**config.mk**
```make
export PLATFORM = sky130hd
export DESIGN_NAME = uart_tx_arbiter
export DESIGN_NICKNAME = d
export VERILOG_FILES = /design/src/rtl/uart_tx_arbiter.sv
export SDC_FILE = /design/constraint.sdc
export NUM_CORES = 1
export LEC_CHECK = 0
export CORE_AREA = 2 2 68 70
export DETAILED_ROUTE_END_ITERATION = 12
export DIE_AREA = 0 0 70 72
export GPL_TIMING_DRIVEN = 1
export MAX_ROUTING_LAYER = met4
export PLACE_DENSITY = 0.79
export REMOVE_ABC_BUFFERS = 1
export SYNTH_ARGS = -nofsm -noshare
export SYNTH_HDL_FRONTEND = slang
export SYNTH_SLANG_ARGS = --single-unit
```
**constraint.sdc**
```tcl
create_clock -name clk -period 3 [get_ports clk]
set_input_delay 0.45 -clock clk [delete_from_list [all_inputs] [get_ports clk]]
set_output_delay 0.45 -clock clk [all_outputs]
set_load 0.05 [all_outputs]
```
**src/rtl/uart_tx_arbiter.sv**
```systemverilog
// -----------------------------------------------------------------------------
// uart_tx_arbiter
//   Shares one uart_tx instance between NREQ byte-stream requesters. Ownership
//   is granted round-robin per packet: the owner keeps the UART until it sends
//   a byte flagged last. The arbiter drives start/data into uart_tx, follows
//   its busy flag and raises a one-cycle timeout pulse if busy never rises.
//
// Ports
//   clk          system clock
//   resetn       synchronous, active-low reset
//   req_valid    [NREQ]    requester i presents a byte on req_data[8i+7:8i]
//   req_data     [8*NREQ]  packed request bytes
//   req_last     [NREQ]    byte of requester i ends its packet
//   req_ready    [NREQ]    registered one-hot accept strobe
//   tx_data      [8]       byte to uart_tx
//   tx_start     1         single-cycle start pulse to uart_tx
//   tx_busy      1         busy flag from uart_tx
//   grant_valid  1         a packet lock is held
//   grant_id     [IDW]     current or most recent owner
//   timeout_err  1         single-cycle pulse: tx_busy never rose after start
// -----------------------------------------------------------------------------
module uart_tx_arbiter #(
  parameter int NREQ         = 4,
  parameter int IDW          = 2,
  parameter int BUSY_TIMEOUT = 64
) (
  input  logic              clk,
  input  logic              resetn,
  input  logic [NREQ-1:0]   req_valid,
  input  logic [8*NREQ-1:0] req_data,
  input  logic [NREQ-1:0]   req_last,
  output logic [NREQ-1:0]   req_ready,
  output logic [7:0]        tx_data,
  output logic              tx_start,
  input  logic              tx_busy,
  output logic              grant_valid,
  output logic [IDW-1:0]    grant_id,
  output logic              timeout_err
);

  localparam int CW = $clog2(BUSY_TIMEOUT);

  localparam logic [1:0] S_IDLE      = 2'd0;
  localparam logic [1:0] S_ACCEPT    = 2'd1;
  localparam logic [1:0] S_WAIT_BUSY = 2'd2;
  localparam logic [1:0] S_WAIT_DONE = 2'd3;

  logic [1:0]     state;
  logic [IDW-1:0] rr_ptr;
  logic           last_q;
  logic [CW-1:0]  busy_cnt;

  // Unpack the request bus into one byte per requester.
  logic [7:0] req_byte [NREQ];
  for (genvar gi = 0; gi < NREQ; gi++) begin : g_unpack
    assign req_byte[gi] = req_data[8*gi +: 8];
  end

  // Round-robin pick: rotate valids so rr_ptr lands at bit 0, take the lowest
  // set bit, then rotate the offset back into a requester index.
  logic [2*NREQ-1:0] valid_dbl;
  logic [2*NREQ-1:0] valid_sh;
  logic [NREQ-1:0]   valid_rot;
  logic              pick_found;
  logic [IDW:0]      pick_off;
  logic [IDW:0]      pick_sum;
  logic [IDW-1:0]    pick_idx;

  assign valid_dbl = {req_valid, req_valid};
  assign valid_sh  = valid_dbl >> rr_ptr;
  assign valid_rot = valid_sh[NREQ-1:0];

  // NOTE: every signal assigned here gets a value before any branch so the
  // block stays purely combinational and no latch is inferred.
  always_comb begin
    pick_found = 1'b0;
    pick_off   = '0;
    // Descending scan: the last hit written is the lowest offset.
    for (int k = NREQ - 1; k >= 0; k--) begin
      if (valid_rot[k]) begin
        pick_found = 1'b1;
        pick_off   = (IDW+1)'(k);
      end
    end
    pick_sum = {1'b0, rr_ptr} + pick_off;
    if (pick_sum >= (IDW+1)'(NREQ)) begin
      pick_idx = IDW'(pick_sum - (IDW+1)'(NREQ));
    end else begin
      pick_idx = IDW'(pick_sum);
    end
  end

  function automatic logic [IDW-1:0] next_idx(input logic [IDW-1:0] idx);
    if (idx == IDW'(NREQ - 1)) begin
      return '0;
    end
    return idx + 1'b1;
  endfunction

  function automatic logic [NREQ-1:0] onehot(input logic [IDW-1:0] idx);
    return {{(NREQ-1){1'b0}}, 1'b1} << idx;
  endfunction

  // NOTE: reset is sampled on the clock edge only (synchronous); all state
  // and outputs return to zero on that edge, abandoning any transfer.
  // NOTE: sequential state uses non-blocking assignments so every register
  // sees the pre-edge values of the others.
  always_ff @(posedge clk) begin
    if (!resetn) begin
      state       <= S_IDLE;
      rr_ptr      <= '0;
      last_q      <= 1'b0;
      busy_cnt    <= '0;
      req_ready   <= '0;
      tx_data     <= 8'h00;
      tx_start    <= 1'b0;
      grant_valid <= 1'b0;
      grant_id    <= '0;
      timeout_err <= 1'b0;
    end else begin
      tx_start    <= 1'b0;
      timeout_err <= 1'b0;

      case (state)
        S_IDLE: begin
          // A UART that is still busy (ours or not) blocks any accept.
          if (!tx_busy) begin
            if (grant_valid) begin
              // Locked: only the owner may continue its packet.
              if (req_valid[grant_id]) begin
                req_ready <= onehot(grant_id);
                state     <= S_ACCEPT;
              end
            end else if (pick_found) begin
              grant_id    <= pick_idx;
              grant_valid <= 1'b1;
              req_ready   <= onehot(pick_idx);
              state       <= S_ACCEPT;
            end
          end
        end

        S_ACCEPT: begin
          // The byte transfers on this edge since req_ready is high now.
          tx_data   <= req_byte[grant_id];
          last_q    <= req_last[grant_id];
          req_ready <= '0;
          tx_start  <= 1'b1;
          busy_cnt  <= '0;
          state     <= S_WAIT_BUSY;
        end

        S_WAIT_BUSY: begin
          if (tx_busy) begin
            busy_cnt <= '0;
            state    <= S_WAIT_DONE;
          end else if (!tx_start) begin
            // The timeout window opens once the start pulse has ended.
            if (busy_cnt == CW'(BUSY_TIMEOUT - 1)) begin
              timeout_err <= 1'b1;
              grant_valid <= 1'b0;
              rr_ptr      <= next_idx(grant_id);
              busy_cnt    <= '0;
              state       <= S_IDLE;
            end else begin
              busy_cnt <= busy_cnt + 1'b1;
            end
          end
        end

        S_WAIT_DONE: begin
          if (!tx_busy) begin
            if (last_q) begin
              grant_valid <= 1'b0;
              rr_ptr      <= next_idx(grant_id);
            end
            state <= S_IDLE;
          end
        end

        default: state <= S_IDLE;
      endcase
    end
  end

endmodule

```
### Yosys cells after proc, flatten, opt, wreduce, memory -nomap -nowiden

Index checks and enable logic that the tools add are counted.

| operators by class | value |
|---|---|
| add/sub/neg operators | 4 |
| order comparisons | 3 |
| eq/ne operators | 15 |
| shifts and indexed selects | 3 |
| multiplexer cells | 64 |
| bitwise logic cells | 5 |
| reductions and logical operators | 12 |

Operators with widths:

| cell | number |
|---|---|
| 2-to-1 mux 2 bit | 18 |
| 2-to-1 mux 1 bit | 26 |
| 2-to-1 mux 6 bit | 3 |
| binary-select mux 8 bit (select 2 bit) | 1 |
| 2-to-1 mux 4 bit | 4 |
| 2-to-1 mux 8 bit | 2 |
| != test 2 bit (second input constant) | 6 |
| != test 3 bit (second input constant) | 4 |
| case mux 6 bit (2 select lines) | 1 |
| AND reduction 6 bit | 2 |
| 2-to-1 mux 3 bit | 3 |
| case mux 2 bit (4 select lines) | 1 |
| case mux 4 bit (2 select lines) | 1 |
| AND reduction 4 bit | 2 |
| << shifter 1 x 2 -> 4 bit (first input constant) | 2 |
| >> shifter 8 x 2 -> 4 bit | 1 |
| AND reduction 7 bit | 1 |
| adder 6 x 1 -> 6 bit (second input constant) | 1 |
| equality test 2 bit (second input constant) | 3 |
| equality test 6 bit (second input constant) | 1 |
| greater-or-equal comparator 3 bit (second input constant) | 2 |
| nonzero test 2 bit | 3 |
| binary-select mux 1 bit (select 2 bit) | 2 |
| inverter 1 bit | 4 |
| other kinds (12) | 12 |

| storage, ports and cells | value |
|---|---|
| flip-flop bits (word level) | 28 |
| output and inout bits | 17 |

### Longest topological paths before layout

Gate-level depths: netlist (run 1).

| depth | value |
|---|---|
| depth after elaboration | 13 |
| depth in mapped cells | 10 |
| gate-level depth less buffers | 10 |

### Worst setup path after synthesis (run 1)

OpenSTA, ideal clock, no wires.

| path | value |
|---|---|
| kind | input port to flip-flop |
| start point | in req_valid[2] |
| end point | reg req_ready[2] |
| arrival time | 2.231 ns |
| required time | 2.939 ns |
| setup slack | 0.708 ns |
| cell stages on the path | 7 |
| path buffers | 1 |
| cells stage by stage | buf_6 or4_1 o211ai_1 ha_1 mux2_1 nor4bb_2 a32o_2 |

| on the way | value |
|---|---|
| longest elaborated chain between the ends | 13 |

Ends and longest elaborated chain:

| what | RTL line | RTL |
|---|---|---|
| start, declared | 29 | `input logic [NREQ-1:0] req_valid,` |
| >> shifter 8 x 2 -> 4 bit * | 70 | `assign valid_sh = valid_dbl >> rr_ptr;` |
| 2-to-1 mux 2 bit | 80 | `if (valid_rot[k]) begin` |
| 2-to-1 mux 3 bit (2 in a row) | 80 |  |
| 2-to-1 mux 3 bit * | 80 |  |
| adder 2 x 3 -> 3 bit * | 85 | `pick_sum = {1'b0, rr_ptr} + pick_off;` |
| greater-or-equal comparator 3 bit or subtractor 2 x 1 -> 2 bit (tied branches) | 86, 87 |  |
| 2-to-1 mux 2 bit * | 86 | `if (pick_sum >= (IDW+1)'(NREQ)) begin` |
| named net pick_idx[0] | 67 | `logic [IDW-1:0] pick_idx;` |
| << shifter 1 x 2 -> 4 bit * | 101 | `return {{(NREQ-1){1'b0}}, 1'b1} << idx;` |
| 2-to-1 mux 4 bit * | 134 | `end else if (pick_found) begin` |
| 2-to-1 mux 4 bit * | 128 | `if (grant_valid) begin` |
| 2-to-1 mux 4 bit * | 127 | `if (!tx_busy) begin` |
| case mux 4 bit (2 select lines) * | 124 | `case (state)` |
| end signal, assigned | 131 | `req_ready <= onehot(grant_id);` |
| end signal, assigned | 137 | `req_ready <= onehot(pick_idx);` |
| end, declared | 32 | `output logic [NREQ-1:0] req_ready,` |

The timed path passes the listed nets; every way through them passes the cells marked *. The select of a mux whose other input is x is not followed.
A chain may end at the register's enable or synchronous reset.

### Worst setup path after layout (run 1)

| path | value |
|---|---|
| start point | in req_valid[0] |
| end point | reg req_ready[0] |

Same word-level chain as after synthesis.

==> qor.txt, run 1 <==
status - complete, no violations
area of the core - 4260 sq um
Antenna Nets Post-Route - 0
CP startpoint - req_valid[0]
gpl congestion - 0.759
sequential share of power - 43.2%
cell taking the most area after synthesis - dfxtp_1
n_diodes - 0
count leader, synth - dfxtp_1
PortBufs - 59
R2R Path End - req_ready[0]
flop2flop setup slack - 0.68 ns
Critical-path top delay cell - clkdlybuf4s50_1
First DRT Iteration DRCs - 96
CTS Buffer Depth - 2
TritonCTS Buffers - 3
Routed WL per cell - 13.3 um
Final Hold Viols - 0
CP Launch Type - input port
die height - 72 um
drt drc - 0
Post-Route Utilization - 55.4%
number of synthesized flops with an enable pin - 0
Clock power frac - 23.4%
Yosys cell types - 43
Clk Latency, worst-skew pair - 0.27 ns
Seq cells post-synth - 28
hold path cells - 2
largest cells by area after synthesis - dfxtp_1, mux4_2, nand2_1
Final period util - 86.0%
fillers - 403
CTS tree - done
RSZ-0062 raised after global routing - false
met2 WL - 1.94 mm
sequential cell area - 561 sq um
Lkg Pwr - 0.830 nW
power per cell area - 415 nW/um^2
vias per cell - 5.26
largest net degree at the start of global routing - 27
fin nets - 283
initial antenna violation count - 0
switching share of power - 31.1%
Synth async-reset ratio - 0%
CP Max Fanout - 10
DIE AREA - 5040 sq um
GR Overflow Total - 0
post-synthesis instance total - 179
Min-Delay Path Class - reg -> reg
post-CTS setup buffer count - 0
Power Internal - 0.676 mW
Peak Freq - 387 MHz
Final WS setup - 0.419 ns
Synthesis Warnings - 0
Slew headroom - 59.5%
Top FF cell, synth - dfxtp_1
clk root buf - clkbuf_8
Logic pwr share - 33.4%
wl on met1 - 1.73 mm
RR Startpoint - rr_ptr[0]
CTS Sinks - 28
WP data arrival - 2.78 ns
max-cap viol count - 0
share of layout cells above drive strength 1 - 10.6%
CP Class - in -> reg
Routed WL - 3.84 mm
vias in the first global route - 1,482
worst-case clock skew - 0.00402 ns
syn_area_per_cell - 9.33 sq um
Net Switching - 0.305 mW
Area Overhead vs Synth - 41.5%
crit path capture type - flop
Worst R2R Path Depth - 7
fin. max-slew vios - 0
Vias - 1,515
end point of the critical path - req_ready[0]
Setup Slack @ Placement - 0.145 ns
max incr delay on CP - 0.55 ns
CTS Hold Bufs - 0
FP Rows - 24
multi-input logic area - 1040 sq um
first-pass GRT wire length - 6.73 mm
Die X - 70 um
crit-path cells - clkdlybuf4s50_1 > or4_1 > o211ai_1 > ha_1 > mux2_1 > nor4bb_2 > a22oi_1 > o21ai_1
top cell type's share of synthesized area - 33.6%
CTS H-Tree Depth - 1
WP data required - 3.20 ns
Ports - 60
drt pass-1 iters - 4
top sig layer - met4
Tmin final - 2.58 ns
Clock transition at path regs - 0.09 ns
maximum VDD drop - 0.306 mV
total chip power - 0.981 mW
Starting Density - 39.2%
final setup fails - 0
met3 wire length - 151 um
Netlist Area Pre-Place - 1670 sq um
PostCTS Resize Cnt - 0
synth cell count leaders - dfxtp_1, nand2_1, nor2_1, a21boi_1, mux4_2
setup TNS - 0 ns
DP Wirelength - 2.95 mm
worst slew pin tran - 0.608 ns
GRT Util Overall - 16.7%
sequential area share after synthesis - 33.6%
power by group through the flow:
stage                     Sequential (mW)  Clock, mW  Combinational [mW]
after global placement              0.432          0               0.326
after floorplan                     0.500          0               0.125
after detailed placement            0.433          0               0.331
final                               0.423      0.230               0.328
after global routing                0.429      0.257               0.353
after CTS                           0.424      0.237               0.332
kinds of logic after synthesis:
kind of cell    count (synthesis)  share of synthesized area, %
flops                          28                          33.6
buf+inv                        15                          4.19
simple gates                   76                          22.8
compound gates                 37                          17.3
mux                            14                          16.7
fa+ha+maj                       3                          2.25
xor+xnor                        6                          3.15
per-stage QoR:
step / std cells / cell area (sq um) / hold slack [ns]
2_1_floorplan: 168 / 1620 / 0.435
3_3_place_gp: 284 / 2310 / 0.441
3_5_place_dp: 284 / 2310 / 0.445
4_1_cts: 288 / 2360 / 0.458
5_1_grt: 288 / 2360 / 0.484
6_report: 288 / 2360 / 0.456
cell type report:
class	count	share of cell area (%)
multi-input cells	136	44.0
repair buffers	64	26.6
flip-flops and latches	28	23.7
well taps	52	2.75
clock buffers	4	2.33
inverters	4	0.635
per-layer routing:
metal	up-vias	track usage, %
li1	763	-
met1	723	20.3
met2	27	28.6
met3	2	4.31
met4	0	3.21
met5	-	-
worst max-delay path: cells and delay by family:
kind	cells	cell delay, ns
fa+ha+maj	1	0.26
mux	1	0.32
simple gates	2	0.89
compound gates	3	0.31
buf+inv	1	0.55
placed cells by master (no fill, tap or decap), drive strengths merged, types with 3 or more instances in the layout:
cell type      netlist  layout
ha                   3       3
mux4                10      10
dfxtp               28      28
inv                  4       4
nor2                19      19
a21boi              13      13
nor3                 4       4
nand3                4       4
mux2i                3       3
xnor2                5       5
clkbuf               5       4
a22oi                3       3
nand2b               6       6
clkdlybuf4s50        0      59
or4                  3       3
nand2               25      25
o21ai                6       6
buf                  6       5
nor2b                8       8
flip-flops by register name, summed over array words and instances, names as in the netlist:
register / cells
timeout_err: 1
grant_valid: 1
state: 2
busy_cnt: 6
rr_ptr: 2
req_ready: 4
grant_id: 2
tx_data: 8
tx_start: 1
last_q: 1
how the worst min path moves through the flow:
stage | start | to | slack, ns
finish | tx_data[6] | tx_data[6] | 0.46
global route | tx_data[7] | tx_data[7] | 0.48
CTS | tx_data[7] | tx_data[7] | 0.46
detailed placement | tx_data[7] | tx_data[7] | 0.44
global placement | tx_data[0] | tx_data[0] | 0.44
floorplan | last_q | last_q | 0.44
Note: power is estimated with default switching activity, not from simulation.
==> run 2: changes to the inputs <==
--- a/config.mk
+++ b/config.mk
@@ -8,9 +8,9 @@
 export CORE_AREA = 2 2 68 70
 export DETAILED_ROUTE_END_ITERATION = 12
 export DIE_AREA = 0 0 70 72
-export GPL_TIMING_DRIVEN = 1
+export GPL_TIMING_DRIVEN = 0
 export MAX_ROUTING_LAYER = met4
-export PLACE_DENSITY = 0.79
+export PLACE_DENSITY = 0.74
 export REMOVE_ABC_BUFFERS = 1
 export SYNTH_ARGS = -nofsm -noshare
 export SYNTH_HDL_FRONTEND = slang
==> qor.txt, run 2 (synthesized netlist as in run 1, its figures left out) <==
Clock power frac - 28.5% (was 23.4%)
CTS Buffer Depth - 2 (unchanged)
vias per cell - 5.08 (was 5.26)
max incr delay on CP - 0.56 ns (was 0.55 ns)
power per cell area - 443 nW/um^2 (was 415 nW/um^2)
TritonCTS Buffers - 3 (unchanged)
CTS tree - done (unchanged)
CP Launch Type - input port (unchanged)
Lkg Pwr - 0.812 nW (was 0.830 nW)
cell area after layout - 2340 sq um (was 2360 sq um)
Net Switching - 0.307 mW (was 0.305 mW)
Ports - 60 (unchanged)
wl on met1 - 1.71 mm (was 1.73 mm)
initial antenna violation count - 0 (unchanged)
Min-Delay Path Class - reg -> reg (unchanged)
vias in the first global route - 1,388 (was 1,482)
Routed WL - 3.72 mm (was 3.84 mm)
FP Rows - 24 (unchanged)
sequential share of power - 42.0% (was 43.2%)
max FFs per register - 8 (unchanged)
top sig layer - met4 (unchanged)
area of the core - 4260 sq um (unchanged)
R2R Path End - req_ready[2] (was req_ready[0])
post-CTS setup buffer count - 0 (unchanged)
First DRT Iteration DRCs - 68 (was 96)
met2 WL - 1.85 mm (was 1.94 mm)
status - complete, no violations (unchanged)
Worst R2R Path Depth - 6 (was 7)
Largest Register - tx_data (unchanged)
share of layout cells above drive strength 1 - 8.66% (was 10.6%)
first-pass GRT wire length - 6.25 mm (was 6.73 mm)
DIE AREA - 5040 sq um (unchanged)
gpl congestion - 0.762 (was 0.759)
Routed WL per cell - 13.1 um (was 13.3 um)
Area after DPL - 2270 sq um (was 2310 sq um)
CTS Sinks - 28 (unchanged)
clk root buf - clkbuf_8 (unchanged)
RR Startpoint - rr_ptr[0] (unchanged)
commonest non-fill, non-tap cell in the layout - clkdlybuf4s50_1 (unchanged)
Starting Density - 39.2% (unchanged)
crit path capture type - flop (unchanged)
most frequent cells in the layout - clkdlybuf4s50_1, dfxtp_1, nand2_1 (unchanged)
GRT Util Overall - 15.6% (was 16.7%)
PortBufs - 59 (unchanged)
Slew headroom - 46.1% (was 59.5%)
DP Wirelength - 2.79 mm (was 2.95 mm)
Die X - 70 um (unchanged)
Post-Route Utilization - 54.9% (was 55.4%)
worst-case clock skew - 0.00932 ns (was 0.00402 ns)
met3 wire length - 134 um (was 151 um)
Antenna Nets Post-Route - 0 (unchanged)
die height - 72 um (unchanged)
GR Overflow Total - 0 (unchanged)
setup TNS - 0 ns (unchanged)
end point of the critical path - req_ready[2] (was req_ready[0])
Power Internal - 0.731 mW (was 0.676 mW)
PostCTS Resize Cnt - 0 (unchanged)
Clk Latency, worst-skew pair - 0.28 ns (was 0.27 ns)
largest net degree at the start of global routing - 27 (unchanged)
Tmin final - 2.64 ns (was 2.58 ns)
crit-path cells - clkdlybuf4s50_1 > or4_1 > o211ai_1 > ha_1 > mux2_1 > nor4bb_2 > a32o_2 (was clkdlybuf4s50_1 > or4_1 > o211ai_1 > ha_1 > mux2_1 > nor4bb_2 > a22oi_1 > o21ai_1)
Logic pwr share - 29.4% (was 33.4%)
fin nets - 278 (was 283)
maximum VDD drop - 0.353 mV (was 0.306 mV)
Top Registers - tx_data (8), busy_cnt (6), req_ready (4) (unchanged)
WP data required - 3.22 ns (was 3.20 ns)
worst slew pin tran - 0.807 ns (was 0.608 ns)
Peak Freq - 379 MHz (was 387 MHz)
Final period util - 87.8% (was 86.0%)
drt drc - 0 (unchanged)
CTS Hold Bufs - 0 (unchanged)
CP startpoint - req_valid[2] (was req_valid[0])
CTS H-Tree Depth - 1 (unchanged)
Critical-path top delay cell - clkdlybuf4s50_1 (unchanged)
Vias - 1,439 (was 1,515)
fin. max-slew vios - 0 (unchanged)
n_diodes - 0 (unchanged)
CP Class - in -> reg (unchanged)
Final Hold Viols - 0 (unchanged)
WP data arrival - 2.86 ns (was 2.78 ns)
flop2flop setup slack - 0.65 ns (was 0.68 ns)
RSZ-0062 raised after global routing - false (unchanged)
final setup fails - 0 (unchanged)
Area Overhead vs Synth - 40.2% (was 41.5%)
switching share of power - 29.6% (was 31.1%)
Clock transition at path regs - 0.09 ns (about the same)
max-cap viol count - 0 (unchanged)
CP Max Fanout - 10 (unchanged)
drt pass-1 iters - 4 (unchanged)
-- run 2: changes by cell type in the layout (fill, tap and decap cells not counted), sizes merged --
cell    previous run  this run
bufinv             0         1
clkbuf             4         3
buf                5         0
-- run 2: final cells by class --
class / count / area [sq um]
Fill cell: 400 / 1920
Tap cell: 52 / 65.1
Timing Repair Buffer: 59 / 591
Clock inverter: 1 / 30.0
Clock buffer: 3 / 41.3
Inverter: 4 / 15.0
Multi-Input combinational cell: 136 / 1040
Sequential cell: 28 / 561
-- run 2: per-stage QoR --
stage / setup WS (ns) / power, mW / hold slack (ns) / std cells
after floorplan: 0.801 / 0.625 / 0.435 / 168
after global placement: 0.0910 / 0.748 / 0.440 / 279
after detailed placement: 0.0603 / 0.752 / 0.444 / 279
after CTS: 0.349 / 1.05 / 0.459 / 283
after global routing: 0.221 / 1.09 / 0.474 / 283
final: 0.365 / 1.04 / 0.454 / 283
-- run 2: worst min path at each step --
stage / from / end / cells after the start
6_report: tx_data[1] / tx_data[1] / 2
5_1_grt: tx_data[3] / tx_data[3] / 2
4_1_cts: tx_data[3] / tx_data[3] / 2
3_5_place_dp: tx_data[3] / tx_data[3] / 2
3_3_place_gp: tx_data[3] / tx_data[3] / 2
2_1_floorplan: last_q / last_q / 2
-- run 2: per-layer routing --
layer,vias up,global-route usage (%)
met5,-,-
met4,0,3.21
met1,661,19.2
met2,25,26.5
li1,751,-
met3,2,3.75
-- run 2: critical path, delay by kind of cell --
kind / cells / cell delay, ns
and+or+nand+nor: 2 / 0.92
buffers and inverters: 1 / 0.56
AOI/OAI and AO/OA: 2 / 0.33
muxes: 1 / 0.31
adders and majority gates: 1 / 0.27
-- run 2: power by group through the flow --
stage / sequential (mW) / clock (mW) / combinational [mW]
global placement: 0.444 / 0 / 0.304
floorplan: 0.500 / 0 / 0.125
detailed placement: 0.445 / 0 / 0.307
global route: 0.443 / 0.313 / 0.329
finish: 0.436 / 0.296 / 0.305
CTS: 0.437 / 0.303 / 0.308
